$ cat src/rtl/rf_tx_bit_scheduler_if.sv
// rf_tx_bit_scheduler_if
//
// Handshake and RF-control bundle for rf_tx_bit_scheduler.
//   master modport (frame source / bench): drives tx_data, tx_valid, freq_sel_0, freq_sel_1;
//                                          observes tx_ready, f0, f1, baseband pulses, busy, done.
//   slave modport (scheduler): the converse.
interface rf_tx_bit_scheduler_if #(
    parameter int unsigned DATA_W = 8
);
    logic [DATA_W-1:0] tx_data;
    logic              tx_valid;
    logic              tx_ready;
    logic              freq_sel_0;
    logic              freq_sel_1;
    logic              f0;
    logic              f1;
    logic              baseband_pulse_0;
    logic              baseband_pulse_1;
    logic              busy;
    logic              done;

    modport master (
        output tx_data, tx_valid, freq_sel_0, freq_sel_1,
        input  tx_ready, f0, f1, baseband_pulse_0, baseband_pulse_1, busy, done
    );

    modport slave (
        input  tx_data, tx_valid, freq_sel_0, freq_sel_1,
        output tx_ready, f0, f1, baseband_pulse_0, baseband_pulse_1, busy, done
    );
endinterface

$ cat src/rtl/rf_tx_bit_scheduler.sv
// rf_tx_bit_scheduler
//
// Serializes one DATA_W word per handshake, MSB first. Each bit is a PULSE_CYCLES-long
// enable on baseband_pulse_1 (bit 1) or baseband_pulse_0 (bit 0), followed by GAP_CYCLES
// of silence. f0/f1 are latched on accept and held for the whole frame.
// Optional feature: define RF_TX_PREAMBLE_EN to prepend PREAMBLE_BITS alternating bits
// (1,0,1,0...) before the payload.
//
// Ports:
//   clk  - rising-edge clock
//   rst  - synchronous active-high reset
//   bus  - rf_tx_bit_scheduler_if.slave (tx_data/tx_valid/tx_ready handshake, freq_sel_*,
//          f0/f1, baseband_pulse_0/1, busy, done); all outputs registered.
module rf_tx_bit_scheduler #(
    parameter int unsigned DATA_W        = 8,
    parameter int unsigned PULSE_CYCLES  = 16,
    parameter int unsigned GAP_CYCLES    = 8,
    parameter int unsigned PREAMBLE_BITS = 4
) (
    input logic                   clk,
    input logic                   rst,
    rf_tx_bit_scheduler_if.slave  bus
);
    localparam int unsigned CYC_MAX = (PULSE_CYCLES > GAP_CYCLES) ? PULSE_CYCLES : GAP_CYCLES;
    localparam int unsigned CYC_W   = $clog2(CYC_MAX + 1);
    localparam int unsigned BIT_W   = $clog2(DATA_W + PREAMBLE_BITS + 1);
`ifdef RF_TX_PREAMBLE_EN
    localparam int unsigned N_BITS  = DATA_W + PREAMBLE_BITS;
    localparam logic [BIT_W-1:0] PRE_LAST = BIT_W'(PREAMBLE_BITS - 1);
`else
    localparam int unsigned N_BITS  = DATA_W;
`endif
    localparam logic [CYC_W-1:0] PULSE_LAST = CYC_W'(PULSE_CYCLES - 1);
    localparam logic [CYC_W-1:0] GAP_LAST   = CYC_W'(GAP_CYCLES - 1);
    localparam logic [BIT_W-1:0] BIT_LAST   = BIT_W'(N_BITS - 1);

    typedef enum logic [2:0] {
        StIdle     = 3'd0,
        StPulse    = 3'd1,
        StGap      = 3'd2,
        StDone     = 3'd3
`ifdef RF_TX_PREAMBLE_EN
        ,
        StPreamble = 3'd4
`endif
    } state_t;

    state_t            state_q, state_d;
    logic [CYC_W-1:0]  cyc_q, cyc_d;
    logic [BIT_W-1:0]  bit_q, bit_d;
    logic [DATA_W-1:0] shift_q, shift_d, shift_next;
    logic              f0_q, f0_d, f1_q, f1_d;
    logic              pulse0_q, pulse0_d, pulse1_q, pulse1_d;
    logic              ready_q, ready_d, busy_q, busy_d, done_q, done_d;
`ifdef RF_TX_PREAMBLE_EN
    logic              pre_gap_q, pre_gap_d;  // 0: preamble pulse phase, 1: preamble gap phase
`endif

    always_ff @(posedge clk) begin
        if (rst) begin
            state_q   <= StIdle;
            cyc_q     <= '0;
            bit_q     <= '0;
            shift_q   <= '0;
            f0_q      <= 1'b0;
            f1_q      <= 1'b0;
            pulse0_q  <= 1'b0;
            pulse1_q  <= 1'b0;
            ready_q   <= 1'b0;
            busy_q    <= 1'b0;
            done_q    <= 1'b0;
`ifdef RF_TX_PREAMBLE_EN
            pre_gap_q <= 1'b0;
`endif
        end else begin
            state_q   <= state_d;
            cyc_q     <= cyc_d;
            bit_q     <= bit_d;
            shift_q   <= shift_d;
            f0_q      <= f0_d;
            f1_q      <= f1_d;
            pulse0_q  <= pulse0_d;
            pulse1_q  <= pulse1_d;
            ready_q   <= ready_d;
            busy_q    <= busy_d;
            done_q    <= done_d;
`ifdef RF_TX_PREAMBLE_EN
            pre_gap_q <= pre_gap_d;
`endif
        end
    end

    // Outputs are registered, so every *_d below is the value seen in the next cycle.
    always_comb begin
        state_d    = state_q;
        cyc_d      = cyc_q + CYC_W'(1);
        bit_d      = bit_q;
        shift_d    = shift_q;
        shift_next = shift_q << 1;
        f0_d       = f0_q;
        f1_d       = f1_q;
        pulse0_d   = pulse0_q;
        pulse1_d   = pulse1_q;
        done_d     = 1'b0;
`ifdef RF_TX_PREAMBLE_EN
        pre_gap_d  = pre_gap_q;
`endif

        case (state_q)
            StIdle: begin
                cyc_d = '0;
                if (bus.tx_valid && ready_q) begin
                    shift_d = bus.tx_data;
                    f0_d    = bus.freq_sel_0;
                    f1_d    = bus.freq_sel_1;
                    bit_d   = '0;
`ifdef RF_TX_PREAMBLE_EN
                    state_d   = StPreamble;
                    pre_gap_d = 1'b0;
                    pulse1_d  = 1'b1;  // preamble starts with a 1
                    pulse0_d  = 1'b0;
`else
                    state_d  = StPulse;
                    pulse1_d = bus.tx_data[DATA_W-1];
                    pulse0_d = ~bus.tx_data[DATA_W-1];
`endif
                end
            end
`ifdef RF_TX_PREAMBLE_EN
            StPreamble: begin
                if (!pre_gap_q) begin
                    if (cyc_q == PULSE_LAST) begin
                        pre_gap_d = 1'b1;
                        cyc_d     = '0;
                        pulse0_d  = 1'b0;
                        pulse1_d  = 1'b0;
                    end
                end else if (cyc_q == GAP_LAST) begin
                    cyc_d     = '0;
                    pre_gap_d = 1'b0;
                    bit_d     = bit_q + BIT_W'(1);
                    if (bit_q == PRE_LAST) begin
                        state_d  = StPulse;
                        pulse1_d = shift_q[DATA_W-1];
                        pulse0_d = ~shift_q[DATA_W-1];
                    end else begin
                        // Next preamble index is bit_q+1; it is a 1 when that index is even.
                        pulse1_d = bit_q[0];
                        pulse0_d = ~bit_q[0];
                    end
                end
            end
`endif
            StPulse: begin
                if (cyc_q == PULSE_LAST) begin
                    state_d  = StGap;
                    cyc_d    = '0;
                    pulse0_d = 1'b0;
                    pulse1_d = 1'b0;
                end
            end
            StGap: begin
                if (cyc_q == GAP_LAST) begin
                    cyc_d   = '0;
                    shift_d = shift_next;
                    if (bit_q == BIT_LAST) begin
                        state_d = StDone;
                        done_d  = 1'b1;
                    end else begin
                        state_d  = StPulse;
                        bit_d    = bit_q + BIT_W'(1);
                        pulse1_d = shift_next[DATA_W-1];
                        pulse0_d = ~shift_next[DATA_W-1];
                    end
                end
            end
            StDone: begin
                state_d = StIdle;
            end
            default: begin
                state_d  = StIdle;
                pulse0_d = 1'b0;
                pulse1_d = 1'b0;
            end
        endcase

        ready_d = (state_d == StIdle);
        busy_d  = ~ready_d;
    end

    assign bus.tx_ready         = ready_q;
    assign bus.busy             = busy_q;
    assign bus.done             = done_q;
    assign bus.f0               = f0_q;
    assign bus.f1               = f1_q;
    assign bus.baseband_pulse_0 = pulse0_q;
    assign bus.baseband_pulse_1 = pulse1_q;
endmodule

$ cat src/flat_wrapper.sv
// flat-port wrapper written by rule: the top's interface ports become plain ports
module rf_tx_bit_scheduler_flat 
#(
    parameter int unsigned DATA_W        = 8,
    parameter int unsigned PULSE_CYCLES  = 16,
    parameter int unsigned GAP_CYCLES    = 8,
    parameter int unsigned PREAMBLE_BITS = 4
)
  (clk, rst, bus_tx_data, bus_tx_valid, bus_freq_sel_0, bus_freq_sel_1, bus_tx_ready, bus_f0, bus_f1, bus_baseband_pulse_0, bus_baseband_pulse_1, bus_busy, bus_done);
  rf_tx_bit_scheduler_if #(.DATA_W(DATA_W)) bus_i ();
  input logic clk;
  input logic rst;
  input wire logic [$bits(bus_i.tx_data)-1:0] bus_tx_data;
  input wire logic [$bits(bus_i.tx_valid)-1:0] bus_tx_valid;
  input wire logic [$bits(bus_i.freq_sel_0)-1:0] bus_freq_sel_0;
  input wire logic [$bits(bus_i.freq_sel_1)-1:0] bus_freq_sel_1;
  output wire logic [$bits(bus_i.tx_ready)-1:0] bus_tx_ready;
  output wire logic [$bits(bus_i.f0)-1:0] bus_f0;
  output wire logic [$bits(bus_i.f1)-1:0] bus_f1;
  output wire logic [$bits(bus_i.baseband_pulse_0)-1:0] bus_baseband_pulse_0;
  output wire logic [$bits(bus_i.baseband_pulse_1)-1:0] bus_baseband_pulse_1;
  output wire logic [$bits(bus_i.busy)-1:0] bus_busy;
  output wire logic [$bits(bus_i.done)-1:0] bus_done;
  assign bus_i.tx_data = bus_tx_data;
  assign bus_i.tx_valid = bus_tx_valid;
  assign bus_i.freq_sel_0 = bus_freq_sel_0;
  assign bus_i.freq_sel_1 = bus_freq_sel_1;
  assign bus_tx_ready = bus_i.tx_ready;
  assign bus_f0 = bus_i.f0;
  assign bus_f1 = bus_i.f1;
  assign bus_baseband_pulse_0 = bus_i.baseband_pulse_0;
  assign bus_baseband_pulse_1 = bus_i.baseband_pulse_1;
  assign bus_busy = bus_i.busy;
  assign bus_done = bus_i.done;
  rf_tx_bit_scheduler #(.DATA_W(DATA_W), .PULSE_CYCLES(PULSE_CYCLES), .GAP_CYCLES(GAP_CYCLES), .PREAMBLE_BITS(PREAMBLE_BITS)) u_core (.clk(clk), .rst(rst), .bus(bus_i));
endmodule
$ cat config.mk
export PLATFORM = sky130hd
export DESIGN_NAME = rf_tx_bit_scheduler_flat
export DESIGN_NICKNAME = d
export VERILOG_FILES = /design/src/rtl/rf_tx_bit_scheduler_if.sv /design/src/rtl/rf_tx_bit_scheduler.sv /design/src/flat_wrapper.sv
export SDC_FILE = /design/constraint.sdc
export NUM_CORES = 1
export LEC_CHECK = 0
export CORE_MARGIN = 2
export CORE_UTILIZATION = 30
export DETAILED_ROUTE_END_ITERATION = 12
export GPL_TIMING_DRIVEN = 0
export PLACE_DENSITY_LB_ADDON = 0.1
export SYNTH_ARGS = -nofsm -noshare
export SYNTH_HDL_FRONTEND = slang
export SYNTH_SLANG_ARGS = --single-unit
$ cat constraint.sdc
create_clock -name clk -period 1.5 [get_ports clk]
set_input_delay 0.225 -clock clk [delete_from_list [all_inputs] [get_ports clk]]
set_output_delay 0.225 -clock clk [all_outputs]
set_load 0.02 [all_outputs]
### After elaboration in Yosys (flattened, before gate mapping)

Index checks and enable logic that the tools add are counted.

* $add $sub $neg: 2
* equal/unequal tests: 10
* reductions and logical operators: 9
* bitwise operators: 6
* muxes and demuxes: 25

Operators by type and width (count)
* one-hot mux 5 bit (3 select lines): 1
* two-way mux 7 bit: 2
* one-hot mux 7 bit (2 select lines): 1
* two-way mux 4 bit: 3
* two-way mux 5 bit: 2
* two-way mux 3 bit: 3
* one-hot mux 3 bit (3 select lines): 1
* two-way mux 1 bit: 8
* one-hot mux 1 bit (4 select lines): 2
* one-hot mux 4 bit (2 select lines): 1
* equality test 3 x 2 -> 1 bit (second input constant): 2
* logical NOT 3 bit: 2
* != test 2 x 1 -> 1 bit (second input constant): 3
* NOT 1 bit: 6
* adder 5 x 1 -> 5 bit (second input constant): 1
* equality test 5 x 3 -> 1 bit (second input constant): 1
* equality test 5 x 4 -> 1 bit (second input constant): 1
* AND reduction 5 bit: 1
* adder 4 x 1 -> 4 bit (second input constant): 1
* equality test 4 x 3 -> 1 bit (second input constant): 1
* AND reduction 4 bit: 1
* equality test 3 x 1 -> 1 bit (second input constant): 1
* AND reduction 3 bit: 1
* OR reduction 3 bit: 1
* 5 further kinds: 5

* flip-flop bits (word level): 26
* output and inout port bits: 7
* input bits: 13

### Depth between registers and ports, before layout

Gate-level depths: netlist (run 1).

* word-level depth: 6
* depth in mapped cells: 8
* gate-level depth less buffers: 8

### Least setup slack after synthesis (run 1)

No wires, ideal clock.

* path kind: flip-flop to flip-flop
* start: register u_core.cyc_q[0]
* end: register u_core.pulse0_q (netlist: u_core.bus.baseband_pulse_0)
* data required time: 1.377 ns
* setup slack: -0.108 ns
* clock period less this slack: 1.608 ns
* setup time: 0.123 ns
* arrival: 1.484 ns
* stages on the path, launching flop included: 9
* path through: dfxtp_1 > ha_1 > nand3_1 > inv_1 > ha_1 > nand2b_1 > a22oi_1 > o21ai_2 > mux2_1

* cells in the longest elaborated chain, start to end: 3
* elaborated cells on any way between the ends: 5

RTL lines
* from (decl): RTL line rf_tx_bit_scheduler.sv:49 `logic [CYC_W-1:0] cyc_q, cyc_d;`
* from (signal assigned): RTL line rf_tx_bit_scheduler.sv:77 `cyc_q <= cyc_d;`
* equality test 5 x 4 -> 1 bit or equality test 5 x 3 -> 1 bit (tied branches): RTL line rf_tx_bit_scheduler.sv:155, rf_tx_bit_scheduler.sv:163
* != test 2 x 1 -> 1 bit (no line)
* AND reduction 5 bit (no line) *
* to (signal assigned): RTL line rf_tx_bit_scheduler.sv:82 `pulse0_q <= pulse0_d;`
* to (decl): RTL line rf_tx_bit_scheduler.sv:53 `logic pulse0_q, pulse0_d, pulse1_q, pulse1_d;`

Mark *: on every way between the ends. The rest lies on a longest branch, timed or not.
A chain may end at the register's enable or synchronous reset.

### Worst setup path after layout (run 1)

* start: register u_core.state_q[2]
* end: register u_core.pulse0_q (netlist: u_core.bus.baseband_pulse_0)

* cells in the longest elaborated chain, start to end: 3
* elaborated cells on any way between the ends: 11

RTL lines
* from (decl): RTL line rf_tx_bit_scheduler.sv:48 `state_t state_q, state_d;`
* from (signal assigned): RTL line rf_tx_bit_scheduler.sv:61 `state_q <= StIdle;`
* from (signal assigned): RTL line rf_tx_bit_scheduler.sv:76 `state_q <= state_d;`
* equality test 3 x 1 -> 1 bit (tied with other cells): RTL line rf_tx_bit_scheduler.sv:109 `case (state_q)`
* != test 2 x 1 -> 1 bit (no line) (tied with other cells)
* AND reduction 5 bit (no line)

Several ways; a longest one is shown, not always the timed one.

==> results of run 1 <==
through the flow:
| step | cell area [µm²] | utilization [%] | setup TNS (ns) | total power, µW | setup slack (ns) |
|---|---|---|---|---|---|
| after floorplan | 1290 | - | -0.0446 | 832 | -0.0446 |
| after global placement | 1540 | 38.2 | -5.33 | 897 | -0.386 |
| after detailed placement | 1540 | 38.2 | -6.12 | 902 | -0.418 |
| after CTS | 1780 | 44.1 | -0.0594 | 1520 | -0.0154 |
| after global routing | 1840 | 45.6 | -0.993 | 1570 | -0.0951 |
| final | 1840 | 45.6 | -0.0891 | 1500 | -0.0298 |
power breakdown:
part	switching, µW	internal [µW]	leakage [µW]
combinational	87.0	103	0.000434
clock	230	357	0.0000357
sequential	12.4	714	0.000213
total	330	1170	0.000683
Yosys cell counts, types with 2 or more instances:
cell and count:
nor3_1 11, xnor2_1 2, a211oi_1 8, nand3b_1 3, mux2i_1 10, a21oi_1 5
ha_1 4, clkbuf_1 3, inv_1 4, nand3_1 5, nor2_1 13, nor2b_1 3
buf_6 2, xor2_1 2, dfxtp_1 26, nand2_1 2, nand2b_1 2, buf_2 3
critical path, delay by kind of cell, from the launching register on:
family	cells	cell delay (ns)
buf+inv	2	0.27
flops	1	0.32
compound gates	2	0.30
mux	1	0.32
simple gates	1	0.22
timing repair:
| action | CTS | global route |
|---|---|---|
| setup endpoints to repair | 22 | 20 |
| resized for setup | 21 | 9 |
| pin swaps | 11 | 2 |
| hold buffers | 0 | 0 |
| buffers inserted | 11 | 3 |
routing by layer:
metal / global-route usage [%] / vias up
met4: 2.94 / 0
met1: 17.9 / 504
met5: 0 / -
met2: 24.4 / 7
met3: 3.41 / 2
li1: - / 535
worst max path at each step:
stage                                                     to  slack, ns  cells after the start
floorplan           u_core.bus.baseband_pulse_0$_SDFFE_PP0P_      -0.04                      6
global placement              u_core.shift_q[4]$_SDFFE_PP0P_      -0.39                      6
detailed placement                u_core.bus.f1$_SDFFE_PP0P_      -0.42                      6
CTS                           u_core.shift_q[1]$_SDFFE_PP0P_      -0.02                      5
global route                      u_core.cyc_q[0]$_SDFF_PP0_       -0.1                      5
finish              u_core.bus.baseband_pulse_0$_SDFFE_PP0P_      -0.03                      6
cell type report:
class	instances	area, µm²
clock inverters	1	30.0
fillers	409	2190
plain buffers	8	75.1
flip-flops and latches	26	526
multi-input cells	92	771
inverters	4	15.0
clock buffers	3	41.3
repair buffers	33	318
well taps	50	62.6
registers in the layout (all words and copies together) (netlist names):
register                     flops
u_core.bus.baseband_pulse_0      1
u_core.bus.f0                    1
u_core.bus.baseband_pulse_1      1
u_core.bus.tx_ready              1
u_core.state_q                   3
u_core.bus.done                  1
u_core.bit_q                     4
u_core.shift_q                   7
u_core.bus.f1                    1
u_core.cyc_q                     5
u_core.bus.busy                  1
cells by family (layout without fill, tap and decap cells):
| kind of cell | Yosys count | after routing | share of synthesized area (%) |
|---|---|---|---|
| AND/OR/NAND/NOR | 51 | 51 | 24.5 |
| adder cells (fa/ha/maj) | 4 | 4 | 3.98 |
| XOR/XNOR | 4 | 4 | 2.79 |
| flip-flops | 26 | 26 | 41.4 |
| AO/OA/AOI/OAI | 20 | 20 | 11.6 |
| buffers and inverters | 13 | 49 | 5.68 |
| other | 1 | 1 | 0.299 |
| multiplexers | 12 | 12 | 9.76 |
==> impl_metrics.ini, run 1 <==
[floorplanning]
start_util_pct = 31.2
die_w_um = 68.7
die_y_um = 68.7
core-area_mm2 = 0.00403
die-area_mm2 = 0.00472
placementRows = 23
io_pins = 20

[worst_setup_path]
arrival_ns = 1.69
reg2regPathDepth = 6
slowest_stage = dfxtp_1
setup.worst_path.start = u_core.state_q[2]$_SDFF_PP0_
cp-start-kind = flip-flop
r2r_end = u_core.bus.baseband_pulse_0$_SDFFE_PP0P_
crit_top_cell = buf_6
r2r_start = u_core.state_q[2]$_SDFF_PP0_
worstPathCellList = buf_6 -> nor3b_4 -> buf_6 -> a21bo_4 -> o21ai_2 -> mux2_4
max_stage_delay_ns = 0.32
endpoint_kind = flip-flop
r2r_slack_ns = -0.03
cp.required_ns = 1.66
crit_fanout = 9
worstSetupPathType = reg2reg

[clocking]
cts_buffers = 3
clock_path_buffers = 2
cts-root-buf = clkbuf_8
clk_latency_ns = 0.27
cts_tree = yes
ctsHtreeMaxLevel = 1
clkSinkCount = 26
clk_pin_slew_ns = 0.10

[global_routing]
grt_usage_pct = 14.1
antenna_found_initial = 0
grt_pass1_wl_um = 4950
grt_overflow = 0
grt_max_degree = 16
grt_pass1_vias = 1073

[synth]
avgSynthCellArea_um2 = 9.59
yosysTopAreaCellShare_pct = 41.4
netlist_area_mm2 = 0.00126
ys_ff_latch = 26
yosysSeqAreaShare_pct = 41.4
ys_top_cells_by_area = dfxtp_1 (41%), mux2i_1 (8.0%), a211oi_1 (4.8%)
netlist_instances = 131
synthFlopType = dfxtp_1
synth_nets = 148
synth-edff-count = 0
yosysUniqueCellTypes = 41
yosysTopAreaCell = dfxtp_1
synth_warnings = 0
postSynth.asyncResetShare_pct = 0

[timing]
rsz0062_at_grt = true
setup_slack_ns = -0.0298
tightestPinTransition_ns = 0.700
slew_headroom_pct = 53.3
max_freq_mhz = 654
clock_skew_ns = 0.00614
final_hold_viol_count = 0
setup_viol = 7
fin_crit_ns = 1.53
slew_violations = 0
fin_crit_sh_pct = 102
hold_ws_ns = 0.496

[power_and_ir_drop]
vdd_drop_max_mv = 0.452
p_leak_uw = 0.000683
powerDensity_mw_per_mm2 = 818

[min_path]
hold_path_depth = 2
min-delay-start = u_core.bus.baseband_pulse_1$_SDFFE_PP0P_
min_to = u_core.bus.baseband_pulse_1$_SDFFE_PP0P_
hold_path.class = reg2reg

[placed_design]
port_buffers = 19
globalplace.congestion = 0.698
hpwlAfterDp_um = 1990
dp.cells = 200

[layout]
n_antenna_cell = 0
syn_to_final_growth_pct = 46.3
drive_above_1_share_pct = 31.7
final_cell_mix = dfxtp_1 (22), clkdlybuf4s50_1 (18), nor2_1 (13)
final_common_cell = dfxtp_1
fin_cells = 217
fin_nets = 185

[outcome]
violations = negative setup slack
outcome = finished, violations left

[drt]
ant_nets = 0
drt-met1-wl_um = 1400
highest_layer = met4
met2_length_um = 1480
wl_per_cell_um = 13.7
drt_wl_total_um = 2970
drt-pass1-iter-count = 4
route.met3.wl_um = 68
vias = 1048
drt_iter0_markers = 53
drc_errors = 0
vias_per_cell = 4.83

[run]
maxCapViolCount = 0
(Power assumes the default switching activity.)
==> run 2: changes to the inputs <==
--- a/config.mk
+++ b/config.mk
@@ -10,6 +10,7 @@
 export DETAILED_ROUTE_END_ITERATION = 12
 export GPL_TIMING_DRIVEN = 0
 export PLACE_DENSITY_LB_ADDON = 0.1
+export SKIP_CTS_REPAIR_TIMING = 1
 export SYNTH_ARGS = -nofsm -noshare
 export SYNTH_HDL_FRONTEND = slang
 export SYNTH_SLANG_ARGS = --single-unit
==> impl_metrics.ini, run 2 (synthesized netlist as in run 1, its figures left out) <==
[global_routing]
busiest_layer = met2
grt_pass1_vias = 986
grt_use_met2_pct = 21.5
grt_util_met3_pct = 3.57
use_met1_pct = 16.5
antenna_found_initial = 0
grt_overflow = 0
grt_usage_pct = 13.0
grt_max_degree = 16
grt_pass1_wl_um = 4560

[power_and_ir_drop]
seq_power_share_pct = 48.2
power_switching_uw = 331
powerDensity_mw_per_mm2 = 822
vdd_drop_max_mv = 0.453
clock_power_share_pct = 39.1
p_leak_uw = 0.000683
combinationalPowerShare_pct = 12.7
intPower_uw = 1170
netSwitchingFraction_pct = 22.0

[worst_setup_path]
cp-start-kind = flip-flop
slowest_stage = dfxtp_4
worstPathCellList = buf_8 -> nor3b_4 -> buf_6 -> a21bo_4 -> o21ai_4 -> mux2_4
worstSetupPathType = reg2reg
crit_family = flip-flops
path_buf_inv = 2
endpoint_kind = flip-flop
crit_fanout = 10
cp.required_ns = 1.67
arrival_ns = 1.74
max_stage_delay_ns = 0.37

[floorplanning]
die_w_um = 68.7
io_pins = 20
start_util_pct = 31.2
die_y_um = 68.7
die-area_mm2 = 0.00472
placementRows = 23
core-area_mm2 = 0.00403

[clocking]
clk_latency_ns = 0.27
cts-root-buf = clkbuf_8
clk_pin_slew_ns = 0.10
cts_tree = yes
clkSinkCount = 26
clock_path_buffers = 2
ctsHtreeMaxLevel = 1
cts_buffers = 3

[layout]
largest_reg_flops = 7
n_antenna_cell = 0
final_common_cell = dfxtp_1
fin_nets = 184
largest_register = u_core.shift_q
syn_to_final_growth_pct = 45.6
multi_input_area_um2 = 783
design_area_mm2 = 0.00183
final_cell_mix = dfxtp_1 (20), clkdlybuf4s50_1 (18), nor2_1 (13)
regArea_um2 = 531
drive_above_1_share_pct = 32.5
num-fill-cells = 410
largestRegisters = u_core.shift_q x7, u_core.cyc_q x5, u_core.bit_q x4

[timing]
fin_crit_sh_pct = 105
slew_headroom_pct = 56.5
tightestPinTransition_ns = 0.652
setup_viol = 13
clock_skew_ns = 0.00465
slew_violations = 0
fin_crit_ns = 1.57
hold_ws_ns = 0.487
max_freq_mhz = 636
rsz0062_at_grt = true
setup_slack_ns = -0.0714
final_hold_viol_count = 0

[placed_design]
dp_slack_ns = -0.418
globalplace.congestion = 0.698
hpwlAfterDp_um = 1990
port_buffers = 19
post_dp_cell_area_mm2 = 0.00154

[drt]
drt_iter0_markers = 40
drc_errors = 0
vias = 1056
vias_per_cell = 4.89
drt-pass1-iter-count = 4
wl_per_cell_um = 13.8
drt_wl_total_um = 2990
ant_nets = 0

[run]
maxCapViolCount = 0

[outcome]
outcome = finished, violations left
violations = negative setup slack

[min_path]
hold_path.class = reg2reg
==> run 2: cell type report <==
type                    count  area share, %
plain buffers               8           4.31
clock buffers               3           2.26
clock inverters             1           1.64
inverters                   4          0.821
multi-input cells          92           42.8
flip-flops and latches     26           29.0
well taps                  50           3.42
repair buffers             32           15.7
==> run 2: final timing paths <==
kind | from | end | slack [ns] | cells past startpoint
worst max-delay path | u_core.state_q[1]$_SDFF_PP0_ | u_core.bus.baseband_pulse_0$_SDFFE_PP0P_ | -0.07 | 6
worst min-delay path | u_core.bus.baseband_pulse_1$_SDFFE_PP0P_ | u_core.bus.baseband_pulse_1$_SDFFE_PP0P_ | 0.49 | 2
worst max register to register | u_core.state_q[1]$_SDFF_PP0_ | u_core.bus.baseband_pulse_0$_SDFFE_PP0P_ | -0.07 | 6
worst min register to register | u_core.bus.baseband_pulse_1$_SDFFE_PP0P_ | u_core.bus.baseband_pulse_1$_SDFFE_PP0P_ | 0.49 | 2
==> run 2: power groups by stage <==
| stage | registers, µW | logic, µW | clock network [µW] |
|---|---|---|---|
| 2_1_floorplan | 750 | 82.2 | 0 |
| 3_3_place_gp | 741 | 155 | 0 |
| 3_5_place_dp | 742 | 160 | 0 |
| 4_1_cts | 726 | 160 | 607 |
| 5_1_grt | 727 | 209 | 636 |
| 6_report | 725 | 191 | 589 |
==> run 2: worst min-delay path: cells and delay by family, from the launching register on <==
family           cells  cell delay [ns]
multiplexers         1             0.06
AND/OR/NAND/NOR      1             0.06
flip-flops           1             0.32
==> run 2: metrics by stage <==
step	TNS, ns	total power, µW	util (%)	cells
after floorplan	-0.0446	832	-	131
after global placement	-5.33	897	38.2	200
after detailed placement	-6.12	902	38.2	200
after CTS	-2.84	1490	40.0	204
after global routing	-1.35	1570	45.4	216
final	-0.304	1500	45.4	216
==> run 2: layer usage <==
metal	up-vias	routed length, µm
met3	2	85
met4	0	17
met2	15	1490
li1	533	-
met5	-	0
met1	506	1400
==> run 3: changes to the inputs <==
--- a/config.mk
+++ b/config.mk
@@ -7,6 +7,7 @@
 export LEC_CHECK = 0
 export CORE_MARGIN = 2
 export CORE_UTILIZATION = 30
+export CTS_CLUSTER_DIAMETER = 150
 export DETAILED_ROUTE_END_ITERATION = 12
 export GPL_TIMING_DRIVEN = 0
 export PLACE_DENSITY_LB_ADDON = 0.1
==> results of run 3 <==
No change in the layout: final DEF, timing and power equal those of run 2.
